==> src/rtl/pipelined_addsub_module.sv <==
// Pipelined WIDTH-bit adder/subtractor resolving CHUNK bits per register stage, with valid/ready flow control.
// Optional macro SATURATE_EN clamps overflowing results to the signed limit selected by a[MSB].
module pipelined_addsub_module #(
   parameter int WIDTH = 16,
   parameter int CHUNK = 4
) (
   input  logic             clk,
   input  logic             rst_n,
   input  logic             in_valid,
   output logic             in_ready,
   input  logic [WIDTH-1:0] a,
   input  logic [WIDTH-1:0] b,
   input  logic             cin,
   input  logic             sub,
   output logic             out_valid,
   input  logic             out_ready,
   output logic [WIDTH-1:0] sum,
   output logic             cout,
   output logic             ovf
);
   localparam int STAGES = WIDTH / CHUNK;
   localparam int MSB    = WIDTH - 1;

   if ((WIDTH % CHUNK) != 0) begin : g_bad_width
      $error("pipelined_addsub_module: WIDTH must be a multiple of CHUNK");
   end

`ifdef SATURATE_EN
   // Positive overflow clamps to 0x7F..F, negative overflow to 0x80..0.
   function automatic logic signed [WIDTH-1:0] sat_limit(input logic neg);
      logic signed [WIDTH-1:0] lim;
      lim = {neg, {(WIDTH-1){~neg}}};
      return lim;
   endfunction
`endif

   logic [STAGES-1:0] vld_q, vld_d;
   logic [STAGES-1:0] carry_q, carry_d;
   logic [STAGES-1:0] adv;
   logic [WIDTH-1:0]  a_q   [STAGES];
   logic [WIDTH-1:0]  a_d   [STAGES];
   logic [WIDTH-1:0]  b_q   [STAGES];
   logic [WIDTH-1:0]  b_d   [STAGES];
   logic [WIDTH-1:0]  res_q [STAGES];
   logic [WIDTH-1:0]  res_d [STAGES];
   logic              ovf_q, ovf_d;

   // A stage moves when any stage at or after it is empty, or the output is being taken.
   always_comb begin : advance
      logic empty_seen;
      adv = '0;
      for (int k = 0; k < STAGES; k++) begin
         empty_seen = 1'b0;
         for (int j = k; j < STAGES; j++) begin
            empty_seen = empty_seen | ~vld_q[j];
         end
         adv[k] = out_ready | empty_seen;
      end
   end

   assign in_ready = adv[0];

   always_comb begin : datapath
      logic [WIDTH-1:0] src_a, src_b, src_res, full_res;
      logic             src_c;
      logic [CHUNK:0]   slice;
      int               p;
      vld_d   = '0;
      carry_d = '0;
      ovf_d   = 1'b0;
      for (int k = 0; k < STAGES; k++) begin
         p = (k > 0) ? k - 1 : 0;
         // Stage 0 boundary: operands straight from the ports, b inverted and carry forced for subtract
         if (k == 0) begin
            src_a    = a;
            src_b    = sub ? ~b : b;
            src_c    = sub | cin;
            src_res  = '0;
            vld_d[k] = in_valid;
         end else begin
            src_a    = a_q[p];
            src_b    = b_q[p];
            src_c    = carry_q[p];
            src_res  = res_q[p];
            vld_d[k] = vld_q[p];
         end
         slice = {1'b0, src_a[k*CHUNK +: CHUNK]} + {1'b0, src_b[k*CHUNK +: CHUNK]}
               + {{CHUNK{1'b0}}, src_c};
         full_res = src_res;
         full_res[k*CHUNK +: CHUNK] = slice[CHUNK-1:0];
         a_d[k]     = src_a;
         b_d[k]     = src_b;
         carry_d[k] = slice[CHUNK];
         res_d[k]   = full_res;
         // Final stage boundary: overflow from operand and result sign bits
         if (k == STAGES - 1) begin
            ovf_d = (src_a[MSB] ~^ src_b[MSB]) & (full_res[MSB] ^ src_a[MSB]);
`ifdef SATURATE_EN
            if (ovf_d) begin
               res_d[k] = sat_limit(src_a[MSB]);
            end
`endif
         end
      end
   end

   always_ff @(posedge clk or negedge rst_n) begin
      if (!rst_n) begin
         vld_q   <= '0;
         carry_q <= '0;
         ovf_q   <= 1'b0;
         for (int k = 0; k < STAGES; k++) begin
            a_q[k]   <= '0;
            b_q[k]   <= '0;
            res_q[k] <= '0;
         end
      end else begin
         for (int k = 0; k < STAGES; k++) begin
            if (adv[k]) begin
               vld_q[k]   <= vld_d[k];
               carry_q[k] <= carry_d[k];
               a_q[k]     <= a_d[k];
               b_q[k]     <= b_d[k];
               res_q[k]   <= res_d[k];
            end
         end
         if (adv[STAGES-1]) begin
            ovf_q <= ovf_d;
         end
      end
   end

   assign out_valid = vld_q[STAGES-1];
   assign sum       = res_q[STAGES-1];
   assign cout      = carry_q[STAGES-1];
   assign ovf       = ovf_q;

endmodule

==> config.mk <==
export PLATFORM = sky130hd
export DESIGN_NAME = pipelined_addsub_module
export DESIGN_NICKNAME = d
export VERILOG_FILES = /design/src/rtl/pipelined_addsub_module.sv
export SDC_FILE = /design/constraint.sdc
export NUM_CORES = 1
export LEC_CHECK = 0
export ABC_CLOCK_PERIOD_IN_PS = 2510
export CAP_MARGIN = 20
export CORE_MARGIN = 2
export CORE_UTILIZATION = 55
export CTS_CLUSTER_DIAMETER = 80
export DETAILED_ROUTE_END_ITERATION = 6
export PLACE_DENSITY = 0.8
export SETUP_SLACK_MARGIN = 0.2
export SYNTH_ARGS = -nofsm -noshare
export SYNTH_HDL_FRONTEND = slang
export SYNTH_SLANG_ARGS = --single-unit
==> constraint.sdc <==
create_clock -name clk -period 2.51 [get_ports clk]
set_input_delay 0.502 -clock clk [delete_from_list [all_inputs] [get_ports clk]]
set_output_delay 0.502 -clock clk [all_outputs]
set_load 0.01 [all_outputs]
# Word level (Yosys, flattened, before mapping)
# Cells that the tools add are included.
# word_totals
regBits	145
word_cells	47
in_bits	38
output_inout_bits	20
# op_classes
mux	1
n_bitwise	19
n_addsub	8
# ops
cell	count
$add 4x4->5	4
$add 5x1->5	4
$mux 16	1
$not 16->16	1
$or 1x1->1	11
$not 1->1	4
$and 1x1->1	1
$xnor 1x1->1	1
$xor 1x1->1	1

# Logic depth before layout (Yosys ltp)
# logic_depth
ltp_word	5
mapped_depth	8
depth_no_buf	6

# Least setup slack after synthesis
# OpenSTA, ideal clock, no wires.
# synth_path
path_kind	input port to flip-flop
start	input port sub
end	register carry_q[0]
t_arrival_ps	2422
setup_ps	130
cell_stages	8
slack_ps	-42
required_ps	2380
n_path_buf	2
cell_sequence	buf_2 -> buf_2 -> or2_2 -> fa_1 -> fa_1 -> a21o_1 -> a221oi_1 -> a21oi_1
# synth_between
elab_chain_len	3
elab_cells_between_ends	4
cone_classes	2 x add/sub; 1 x mux; 1 x bitwise
# synth_lines
item	line	rtl
from (decl)	14	input logic sub,
$mux 16	76	src_b = sub ? ~b : b;
$add 4x4->5	87	slice = {1'b0, src_a[k*CHUNK +: CHUNK]} + {1'b0, src_b[k*CHUNK +: CHUNK]}
$add 5x1->5 *	88	+ {{CHUNK{1'b0}}, src_c};
to (signal, indexed assignment)	121	carry_q[k] <= carry_d[k];
to (decl)	38	logic [STAGES-1:0] carry_q, carry_d;
# Mark *: on every way between the ends. The rest lies on a longest branch, timed or not.
# A chain may end at the register's enable or synchronous reset.

# Worst setup path in the final report
# layout_path
start	input port out_ready
end	output port in_ready
# layout_between
elab_chain_len	1
# layout_lines
item	line	rtl
from (decl)	16	input logic out_ready,
$or 1x1->1	57	adv[k] = out_ready | empty_seen;
to (decl)	10	output logic in_ready,
# Every way passes these cells.

==> impl_metrics.py <==
metrics = {
    "outcome": {
        "outcome": "finished, final reports clean",
    },
    "timing": {
        "whs_ps": 102,
        "finalSetupTns_ps": 0,
        "setup_ws_ps": 226,
        "relSlewSlack": 0.558,
        "max_freq_mhz": 438,
        "fin_skew_ps": 10.4,
        "fin_crit_sh": 0.910,
        "hold_viol_final": 0,
        "slew_violations": 0,
        "rsz0062_at_grt": "no",
        "setup-violations-final": 0,
        "finalCriticalPeriod_ps": 2280,
        "worstMarginPinSlew_ps": 663,
    },
    "clock_network": {
        "insertion_delay_ps": 360,
        "ctsLongestPathBuffers": 2,
        "cts_setup_buffers": 0,
        "cts_tree": "yes",
        "cts_root_buf": "clkbuf_8",
        "ctsHtreeMaxLevel": 3,
        "cts.sinks": 97,
        "clk_pin_slew_ps": 100,
        "cts_made_buffers": 9,
        "hold_buffers": 0,
    },
    "cells_and_area": {
        "n_antenna_cell": 0,
        "fin_util": 0.688,
        "drive_above_1_share": 0.148,
        "fin_cells": 561,
        "final_nets": 514,
        "finalInstanceArea_um2": 5290,
        "syn2layout_area_growth_pct": 21.7,
    },
    "worst_setup_path": {
        "worst-path-stages": 5,
        "cp-startpoint": "out_ready",
        "rr_worst_depth": 5,
        "critical-path-max-stage-delay_ps": 450,
        "crit_chain": "clkdlybuf4s50_1 -> and4b_2 -> and2_4 -> inv_4 -> dlygate4sd2_1",
        "slowest_stage": "clkdlybuf4s50_1",
        "critPathCaptureType": "output pin",
        "cp-start-kind": "input pin",
        "cp_max_fo": 2,
        "reg2reg_setup_slack_ps": 600,
        "criticalPathCategory": "input pin to output pin",
        "worstPathArrival_ps": 1780,
        "path_buf_inv": 3,
        "critPathTopFamily": "buffers and inverters",
        "r2r_start": "carry_q[2]",
        "required_ps": 2010,
        "setup.worst_path.end": "in_ready",
        "r2r_end": "carry_q[3]",
    },
    "place": {
        "dp_cells": 547,
        "hpwlAfterDp_um": 5790,
        "port_buffers": 57,
        "pre_cts_slack_ps": -161,
        "gp_congestion": 0.783,
        "dpl_cell_area_um2": 5070,
    },
    "global_route": {
        "antenna_found_initial": 0,
        "grt_max_degree": 41,
        "globalRouteTotalUtil": 0.209,
        "grt_pass1_wl_um": 14200,
        "globalRoute.totalOverflow": 0,
        "grt_pass1_vias": 3013,
    },
    "synthesis": {
        "synth_fa_ha_area_frac": 0.0714,
        "synth_warnings": 0,
        "syn_avg_cell_area_um2": 11.0,
        "synth_compound_area_frac": 0.0634,
        "synth_top_family_by_area": "simple AND/OR/NAND/NOR gates",
        "syn_area_um2": 4340,
        "syn_nets": 453,
        "yosysSeqAreaShare": 0.559,
        "synth.distinct_cells": 38,
        "syn_inst": 395,
        "synth_xor_area_frac": 0.0403,
        "synth_seq_cells": 97,
        "synthSimpleGateAreaFrac": 0.147,
        "synthMuxAreaShare": 0.0873,
    },
    "routing": {
        "drc": 0,
        "dr.pass1.iters": 4,
        "first_iter_violations": 185,
        "detail_route.wl_per_cell_um": 14.8,
        "via_per_inst": 5.26,
        "wirelength_um": 8330,
        "ant_nets": 0,
        "via_count": 2950,
    },
    "floorplanning": {
        "die_width_um": 92.9,
        "std_cell_rows": 32,
        "core_um2": 7690,
        "ioPinCount": 58,
        "die_h_um": 92.9,
        "start_util": 0.565,
        "dieArea_um2": 8630,
    },
    "power": {
        "comb_power_share": 0.293,
        "irDropWorstVdd_mv": 0.367,
        "total_leakage_power_nw": 2.44,
        "powerDensity_nw_per_um2": 899,
        "pwr-share-seq": 0.480,
        "power_switching_mw": 1.45,
        "swShare": 0.304,
        "p_int_mw": 3.31,
        "power_mw": 4.75,
        "p_clk_frac": 0.227,
    },
    "hold_path": {
        "hold_path.class": "input pin to asynchronous set/reset pin",
    },
    "job": {
        "cap_viol_max_count": 0,
    },
}
## area by class of cell
class                   count  area [um^2]
clock buffers               9          124
clock inverters             5         81.3
fillers                   574         2400
inverters                  11         43.8
multi-input cells         267         1800
flip-flops and latches     97         2430
well taps                 102          128
repair buffers             70          683
## how the worst min path moves through the flow
stage | start | endpoint | slack, ps | cells after the start
2_1_floorplan | rst_n | a_d[24] | 210 | 0
3_3_place_gp | res_d[16] | res_d[16] | 450 | 2
3_5_place_dp | res_d[19] | res_d[19] | 450 | 2
4_1_cts | rst_n | datapath.src_res[9] | 120 | 1
5_1_grt | rst_n | a_d[47] | 140 | 1
6_report | rst_n | a_d[45] | 100 | 1
## flip-flops by register name, indices dropped and copies added (netlist names)
| register | flops |
|---|---|
| carry_q | 4 |
| datapath.src_a | 4 |
| vld_q | 4 |
| datapath.src_res | 12 |
| res_d | 12 |
| b_d | 20 |
| a_d | 20 |
| ovf | 1 |
| datapath.src_b | 4 |
| sum | 16 |
## synthesized netlist by cell type
| library cell | n | share of area |
|---|---|---|
| a211oi_1 | 3 | 0.0052 |
| a21boi_0 | 2 | 0.0035 |
| a21o_1 | 3 | 0.0052 |
| a21oi_1 | 12 | 0.014 |
| a221oi_1 | 2 | 0.0040 |
| a31oi_1 | 1 | 0.0014 |
| and2_1 | 1 | 0.0014 |
| and3_1 | 1 | 0.0014 |
| and4_1 | 1 | 0.0020 |
| and4b_1 | 1 | 0.0023 |
| buf_1 | 2 | 0.0017 |
| buf_2 | 6 | 0.0069 |
| buf_4 | 1 | 0.0017 |
| buf_6 | 1 | 0.0026 |
| clkbuf_1 | 10 | 0.0086 |
| dfrtp_1 | 97 | 0.56 |
| fa_1 | 8 | 0.037 |
| ha_1 | 12 | 0.035 |
| inv_1 | 10 | 0.0086 |
| inv_4 | 1 | 0.0014 |
| mux2_2 | 23 | 0.060 |
| mux2_4 | 8 | 0.028 |
| nand2_1 | 105 | 0.091 |
| nand2b_1 | 5 | 0.0072 |
| nand3_1 | 17 | 0.020 |
| nand3b_1 | 1 | 0.0017 |
| nand4b_1 | 1 | 0.0020 |
| nor2_1 | 10 | 0.0086 |
| nor2b_1 | 4 | 0.0058 |
| nor3_1 | 1 | 0.0012 |
| nor3b_1 | 1 | 0.0017 |
| o21ai_0 | 18 | 0.021 |
| o21ba_2 | 1 | 0.0023 |
| o31ai_1 | 3 | 0.0052 |
| o41ai_1 | 1 | 0.0020 |
| or2_2 | 1 | 0.0014 |
| xnor2_1 | 14 | 0.028 |
| xor2_1 | 6 | 0.012 |
## worst register-to-register path: cells and delay by family, from the launching register on
kind            cells  cell delay, ps
compound gates      3             420
fa+ha+maj           2             930
flops               1             410
## cells by family (layout without fill, tap and decap cells)
group                    count (synthesis)  in the layout
AND/OR/NAND/NOR                        150            150
flip-flops                              97             97
AO/OA/AOI/OAI                           46             46
multiplexers                            31             31
buffers and inverters                   31             95
adder cells (fa/ha/maj)                 20             20
XOR/XNOR                                20             20
## power by group through the flow
stage / combinational, mW / clock (mW) / sequential, mW
finish: 1.39 / 1.08 / 2.28
CTS: 1.40 / 1.09 / 2.28
floorplan: 0.797 / 0 / 2.29
global route: 1.55 / 1.16 / 2.34
global placement: 1.32 / 0 / 2.28
detailed placement: 1.38 / 0 / 2.31
## placed cells by master (no fill, tap or decap), drive strengths merged, types with 2 or more instances in the layout
cell,instances
a221oi,2
o21ai,18
ha,12
a21oi,12
buf,14
clkbuf,9
nor2b,4
inv,12
a21boi,2
bufinv,2
a21o,3
o31ai,3
mux2,31
nand2,105
nand3,17
xnor2,14
fa,8
dfrtp,97
clkdlybuf4s50,54
nor2,10
a211oi,3
nand2b,5
xor2,6
## metal layers
| metal | up-vias | global-route usage | share of wire |
|---|---|---|---|
| met5 | - | 0 | 0 |
| met4 | 0 | 0.0821 | 0.016 |
| met3 | 13 | 0.0252 | 0.034 |
| met2 | 65 | 0.338 | 0.49 |
| met1 | 1444 | 0.294 | 0.46 |
| li1 | 1428 | - | - |
## what timing repair did
| action | in CTS | in global routing |
|---|---|---|
| pin swaps | 0 | 0 |
| gates resized for setup | 3 | 3 |
| endpoints found under the setup margin | 1 | 2 |
No activity file was read; power rests on OpenSTA's default activity.
